File: config.mk
export PLATFORM = sky130hd
export DESIGN_NAME = pergate_sequencer
export DESIGN_NICKNAME = d
export VERILOG_FILES = /design/src/rtl/pergate_seq_pkg.sv /design/src/rtl/field_one_minus.sv /design/src/rtl/pergate_sequencer.sv
export SDC_FILE = /design/constraint.sdc
export NUM_CORES = 1
export LEC_CHECK = 0
export ABC_CLOCK_PERIOD_IN_PS = 5500
export BUFFER_PORTS_ARGS = -buffer_cell sky130_fd_sc_hd__buf_2
export CORE_MARGIN = 2
export CORE_UTILIZATION = 50
export DETAILED_ROUTE_END_ITERATION = 7
export HOLD_SLACK_MARGIN = 0.08
export PLACE_DENSITY = 0.8
export SYNTH_ARGS = -nofsm -noshare
export SYNTH_HDL_FRONTEND = slang
export SYNTH_HIERARCHICAL = 1
export SYNTH_SLANG_ARGS = --single-unit
File: constraint.sdc
create_clock -name i_clk -period 5.5 [get_ports i_clk]
set_clock_uncertainty 0.15 [all_clocks]
set_input_delay 0.55 -clock i_clk [delete_from_list [all_inputs] [get_ports i_clk]]
set_output_delay 0.55 -clock i_clk [all_outputs]
set_load 0.02 [all_outputs]
File: src/rtl/pergate_seq_pkg.sv
// rtl/pergate_seq_pkg.sv - shared types and field constants for the per-gate sequencer
package pergate_seq_pkg;

  // Field is the Mersenne prime 2^61 - 1; values are carried in F_NBITS bits.
  localparam int F_NBITS = 61;
  localparam logic [F_NBITS-1:0] F_Q   = {F_NBITS{1'b1}};
  localparam logic [F_NBITS-1:0] F_ONE = F_NBITS'(1);

  typedef enum logic [2:0] {
    S_IDLE     = 3'd0,
    S_RESTART  = 3'd1,
    S_WAIT_TAU = 3'd2,
    S_WAIT_RDY = 3'd3,
    S_FIRE     = 3'd4,
    S_DONE     = 3'd5
  } seq_state_t;

  // Width of a counter that must hold 0..n inclusive.
  function automatic int round_width(input int n);
    return $clog2(n + 1);
  endfunction

endpackage

File: src/rtl/field_one_minus.sv
// rtl/field_one_minus.sv - combinational (1 - x) mod F_Q for reduced field elements
module field_one_minus
  import pergate_seq_pkg::*;
(
  input  logic [F_NBITS-1:0] i_x,
  output logic [F_NBITS-1:0] o_y
);

  // x is already reduced, so 0 and 1 are the only inputs whose result is not q + 1 - x.
  always_comb begin
    o_y = '0;
    if (i_x == '0) begin
      o_y = F_ONE;
    end else if (i_x == F_ONE) begin
      o_y = '0;
    end else begin
      o_y = F_Q - (i_x - F_ONE);
    end
  end

endmodule

File: src/rtl/pergate_sequencer.sv
// rtl/pergate_sequencer.sv - sumcheck round sequencer for a pergate_compute bank (optional PERGATE_SEQ_WATCHDOG_EN)
module pergate_sequencer
  import pergate_seq_pkg::*;
#(
  parameter int                 ngates      = 2,
  parameter int                 nrounds     = 9,
  parameter logic [nrounds-1:0] precomp_dfl = nrounds'(9'o003)
) (
  input  logic                             i_clk,
  input  logic                             i_rst,
  input  logic                             i_start,
  input  logic [F_NBITS-1:0]               i_tau_in,
  input  logic                             i_tau_valid,
  output logic                             o_tau_req,
  output logic [F_NBITS-1:0]               o_tau,
  output logic [F_NBITS-1:0]               o_m_tau_p1,
  input  logic [ngates-1:0]                i_unit_ready,
  output logic                             o_unit_restart,
  output logic                             o_unit_en,
  output logic                             o_unit_precomp,
  output logic [round_width(nrounds)-1:0]  o_round,
  output logic                             o_busy,
  output logic                             o_done
`ifdef PERGATE_SEQ_WATCHDOG_EN
  ,
  output logic                             o_timeout
`endif
);

  localparam int             RW         = round_width(nrounds);
  localparam logic [RW-1:0]  LAST_ROUND = RW'(nrounds - 1);

  seq_state_t                r_state;
  seq_state_t                w_next;
  logic [nrounds-1:0]        r_precomp;
  logic [RW-1:0]             r_round;
  logic [F_NBITS-1:0]        r_tau;
  logic [F_NBITS-1:0]        r_m_tau_p1;
  logic                      r_rdy_armed;
  logic                      w_all_rdy;
  logic                      w_fire_ok;
  logic [F_NBITS-1:0]        w_one_minus;

  assign w_all_rdy = &i_unit_ready;
  assign w_fire_ok = w_all_rdy && r_rdy_armed;

  field_one_minus u_one_minus (
    .i_x (i_tau_in),
    .o_y (w_one_minus)
  );

`ifdef PERGATE_SEQ_WATCHDOG_EN
  logic [15:0] r_wd_cnt;
  logic        w_timeout;

  // Watchdog counts cycles spent in WAIT_RDY; leaving the state clears it, so every entry starts at zero.
  always_ff @(posedge i_clk) begin
    if (i_rst) begin
      r_wd_cnt <= '0;
    end else if (r_state != S_WAIT_RDY) begin
      r_wd_cnt <= '0;
    end else if (r_wd_cnt != 16'hFFFF) begin
      r_wd_cnt <= r_wd_cnt + 16'd1;
    end
  end

  assign o_timeout = w_timeout;
`endif

  // State register.
  always_ff @(posedge i_clk) begin
    if (i_rst) begin
      r_state <= S_IDLE;
    end else begin
      r_state <= w_next;
    end
  end

  // Next-state and per-state control strobes.
  always_comb begin
    w_next         = r_state;
    o_tau_req      = 1'b0;
    o_unit_restart = 1'b0;
    o_unit_en      = 1'b0;
    o_done         = 1'b0;
    o_busy         = (r_state != S_IDLE);
    // Precomp bit is only meaningful while a pass is running.
    o_unit_precomp = (r_state != S_IDLE) && r_precomp[0];
`ifdef PERGATE_SEQ_WATCHDOG_EN
    w_timeout      = 1'b0;
`endif
    case (r_state)
      S_IDLE: begin
        if (i_start) begin
          w_next = S_RESTART;
        end
      end
      S_RESTART: begin
        o_unit_restart = 1'b1;
        w_next         = S_WAIT_TAU;
      end
      S_WAIT_TAU: begin
        o_tau_req = 1'b1;
        if (i_tau_valid) begin
          w_next = S_WAIT_RDY;
        end
      end
      S_WAIT_RDY: begin
        if (w_fire_ok) begin
          w_next = S_FIRE;
        end
`ifdef PERGATE_SEQ_WATCHDOG_EN
        else if (r_wd_cnt == 16'hFFFF) begin
          w_timeout = 1'b1;
          w_next    = S_IDLE;
        end
`endif
      end
      S_FIRE: begin
        o_unit_en = 1'b1;
        w_next    = (r_round == LAST_ROUND) ? S_DONE : S_WAIT_TAU;
      end
      S_DONE: begin
        o_done = 1'b1;
        w_next = S_IDLE;
      end
      default: begin
        w_next = S_IDLE;
      end
    endcase
  end

  // Pass datapath: precomp shifter, round index and the registered challenge pair.
  always_ff @(posedge i_clk) begin
    if (i_rst) begin
      r_precomp  <= precomp_dfl;
      r_round    <= '0;
      r_tau      <= '0;
      r_m_tau_p1 <= '0;
    end else begin
      case (r_state)
        S_IDLE, S_DONE: begin
          r_round <= '0;
        end
        S_RESTART: begin
          r_precomp <= precomp_dfl;
          r_round   <= '0;
        end
        S_WAIT_TAU: begin
          if (i_tau_valid) begin
            r_tau      <= i_tau_in;
            r_m_tau_p1 <= w_one_minus;
          end
        end
        S_FIRE: begin
          r_precomp <= r_precomp >> 1;
          // The final round index is left in place so it is visible alongside done.
          if (r_round != LAST_ROUND) begin
            r_round <= r_round + RW'(1);
          end
        end
        default: begin
        end
      endcase
    end
  end

  // Ready must be seen low after each enable before it can fire the next one;
  // restart arms it so the first round only needs the ready level.
  always_ff @(posedge i_clk) begin
    if (i_rst) begin
      r_rdy_armed <= 1'b0;
    end else if (r_state == S_RESTART) begin
      r_rdy_armed <= 1'b1;
    end else if (r_state == S_FIRE) begin
      r_rdy_armed <= 1'b0;
    end else if (!w_all_rdy) begin
      r_rdy_armed <= 1'b1;
    end
  end

  assign o_tau      = r_tau;
  assign o_m_tau_p1 = r_m_tau_p1;
  assign o_round    = r_round;

endmodule

==> impl_metrics.ini <==
[cells_and_area]
drive_gt1_share_pct = 22.75
fin_nets = 1126
syn_to_final_growth_pct = 23.39
nFillCells = 1212
seq_area_sq_mm = 0.002643
stdcell_area_sq_mm = 0.008092
multiInputGateArea_sq_mm = 0.003591
diodes = 0

[synth]
synth-async-reset-ratio_pct = 0
ys.flop_type = dfxtp_1
synth_enable_flop_cells = 0
syn_nets = 960
synthesis.area_sq_mm = 0.006558
yosysMostFrequentCell = nand2_1
yosysWarnings = 6
synth_cell_types = 50
seq_area_frac_synth_pct = 40.30
yosysTopAreaCell = dfxtp_1
synth_top_area_share_pct = 40.30
ys_seq_elements = 132
synth.area.top_cells = dfxtp_1 (40%), nand2_1 (15%), a21oi_1 (9.8%)
synth_area_per_cell_sq_um = 7.376
ys_top_cells_by_count = nand2_1 (260), dfxtp_1 (132), a21oi_1 (128)
syn_inst = 889

[routing]
drt_iter0_markers = 694
num_vias = 6908
drt-pass1-iter-count = 5
ant_nets = 0
wirelength_mm = 19.19
drt-wirelength-per-cell_um = 15.48
drc_errors = 0
drt-vias-per-instance = 5.571

[sta]
tns_ns = 0
rsz0062_at_grt = no
setup_viol = 0
slew_headroom_pct = 33.35
worstMarginPinSlew_ns = 0.9906
drv_slew = 0
fmax_mhz = 265.1
period_share_pct = 68.57
period_needed_ns = 3.772
finalHoldViolations = 0

[global_routing]
grt_pass1_wl_mm = 30.68
grt_pass1_vias = 6180
antenna_found_initial = 0
grt_usage_pct = 26.68
grt_overflow = 0
grt_max_degree = 88

[clocking]
clock-sinks = 132
cts_buffers = 17
postCtsSetupBuffers = 0
clockRootBuffer = clkbuf_16
htreeDepth = 4
cts_tree = yes
insertion_delay_ns = 0.42
cts_hold_buf = 0
cts_resized = 0
path_clk_slew_ns = 0.05
ctsLongestPathBuffers = 2

[hold_path]
hold_end = o_tau[4]
hold_path.startpoint = i_tau_in[4]
hold_path.class = primary input to register
hold_depth = 3

[power_and_ir_drop]
max-vdd-ir-drop_v = 0.0002040
pwr-share-comb_pct = 17.1
power_leakage_nw = 3.311
power_density_mw_per_mm2 = 315.9
power_frac_seq_pct = 41.5
clkPwrFrac_pct = 41.3
switchingPower_mw = 0.7263
netSwitchingFraction_pct = 28.41
internal_power_mw = 1.830

[critical_path]
critical_path_arrival_ns = 3.87
reg2reg_slack_ns = 2.72
worstSetupEndpointType = register
crit_type = primary input to register
ff2ff_path_depth = 5
start_kind = primary input
crit_start = i_tau_in[7]
cp.required_ns = 5.60
reg2reg_from = r_state[1]
worst_r2r_endpoint = o_tau[5]
path_max_fanout = 31

[floorplan]
die_w_um = 118.5
initial_core_util_pct = 51.54
die-area_sq_mm = 0.01405
io_pins = 199
core_sq_mm = 0.01272
placementRows = 41
die_y_um = 118.5

[place]
dp.final_hpwl_mm = 13.39
place.gp.congestion = 0.8783
port_buffers = 198
dpl-instance-area_sq_mm = 0.007540

[status]
outcome = finished, final reports clean

[flow_run]
maxCapViolations = 0
## critical path, stage by stage
cell	delay, ns
buf_2	0.13
nor3_1	0.48
nand4_1	0.58
or4_4	0.72
nor4_4	0.67
buf_4	0.45
nor3_1	0.11
nand2_1	0.07
a21oi_1	0.08
## flip-flops by register name (all words and copies together) (netlist names)
name and cells:
o_m_tau_p1 61, o_tau 61, r_state 3, r_precomp 2
r_rdy_armed 1, o_round 4
## cell families (layout without fill, tap and decap cells)
logic type,after synthesis,count (layout),synth area share [%]
compound gates,166,166,14.04
xor+xnor,45,45,6.010
fa+ha+maj,4,4,0.7632
buf+inv,68,247,5.419
flops,132,132,40.30
mux,1,1,0.1717
simple gates,473,473,33.30
## metal layers
layer	wire (um)	track usage, %	up-vias
met2	8463	39.66	306
met5	0	0	-
met3	1609	6.757	38
met4	433	10.64	0
li1	-	-	3380
met1	8684	36.89	3184
## placed cells by master, fill, tap and decap left out, drive strengths merged, types with 2 or more instances in the layout
cell type | Yosys | routed
o41ai | 3 | 3
xnor2 | 14 | 14
inv | 8 | 8
a21oi | 128 | 128
dfxtp | 132 | 132
nand4 | 10 | 10
nand4b | 4 | 4
and3 | 2 | 2
nor2b | 5 | 5
or4 | 10 | 10
and3b | 2 | 2
and4 | 2 | 2
o31a | 4 | 4
a211oi | 2 | 2
and2 | 2 | 2
o32ai | 2 | 2
o2bb2ai | 2 | 2
o21ai | 8 | 8
buf | 33 | 207
nand3b | 7 | 7
nor3 | 35 | 35
or2 | 2 | 2
o31ai | 3 | 3
nand2 | 260 | 260
ha | 4 | 4
a31oi | 4 | 4
o21bai | 2 | 2
clkbuf | 27 | 28
nand3 | 16 | 16
a21o | 3 | 3
nor4b | 2 | 2
or3 | 10 | 10
xor2 | 31 | 31
nor3b | 6 | 6
nor4 | 32 | 32
clkinv | 0 | 3
o21a | 2 | 2
nor2 | 63 | 63
## power groups by stage
stage | registers [mW] | logic, mW | clock network (mW)
finish | 1.06 | 0.438 | 1.06
global route | 1.07 | 0.480 | 1.12
CTS | 1.06 | 0.437 | 1.08
detailed placement | 1.08 | 0.436 | 0
global placement | 1.08 | 0.430 | 0
floorplan | 1.13 | 0.235 | 0
## worst max-delay path by stage
| stage | to | slack, ns | cells after the start |
|---|---|---|---|
| after floorplan | o_m_tau_p1[21] | 2.38 | 8 |
| after global placement | o_m_tau_p1[59] | 1.44 | 9 |
| after detailed placement | o_m_tau_p1[57] | 1.34 | 9 |
| after CTS | o_m_tau_p1[38] | 1.78 | 9 |
| after global routing | o_m_tau_p1[35] | 1.39 | 9 |
| final | o_m_tau_p1[57] | 1.73 | 9 |
## through the flow
| stage | utilization, % | instances | hold slack (ns) | setup WS, ns | total power [mW] |
|---|---|---|---|---|---|
| 2_1_floorplan | - | 889 | 0.3006 | 2.385 | 1.369 |
| 4_1_cts | 63.60 | 1240 | 0.2416 | 1.783 | 2.574 |
| 5_1_grt | 63.60 | 1240 | 0.2544 | 1.392 | 2.670 |
| 6_report | 63.60 | 1240 | 0.2541 | 1.728 | 2.556 |
| 3_5_place_dp | 59.26 | 1208 | 0.2940 | 1.344 | 1.517 |
| 3_3_place_gp | 59.26 | 1208 | 0.2882 | 1.439 | 1.509 |
## layout make-up
cell class	instances	area share (%)
inverters	8	0.3711
clock inverters	4	0.5567
repair buffers	207	13.11
flip-flops and latches	132	32.66
multi-input cells	689	44.38
well taps	172	2.660
clock buffers	28	6.263
Power figures use the tool's default switching activity.
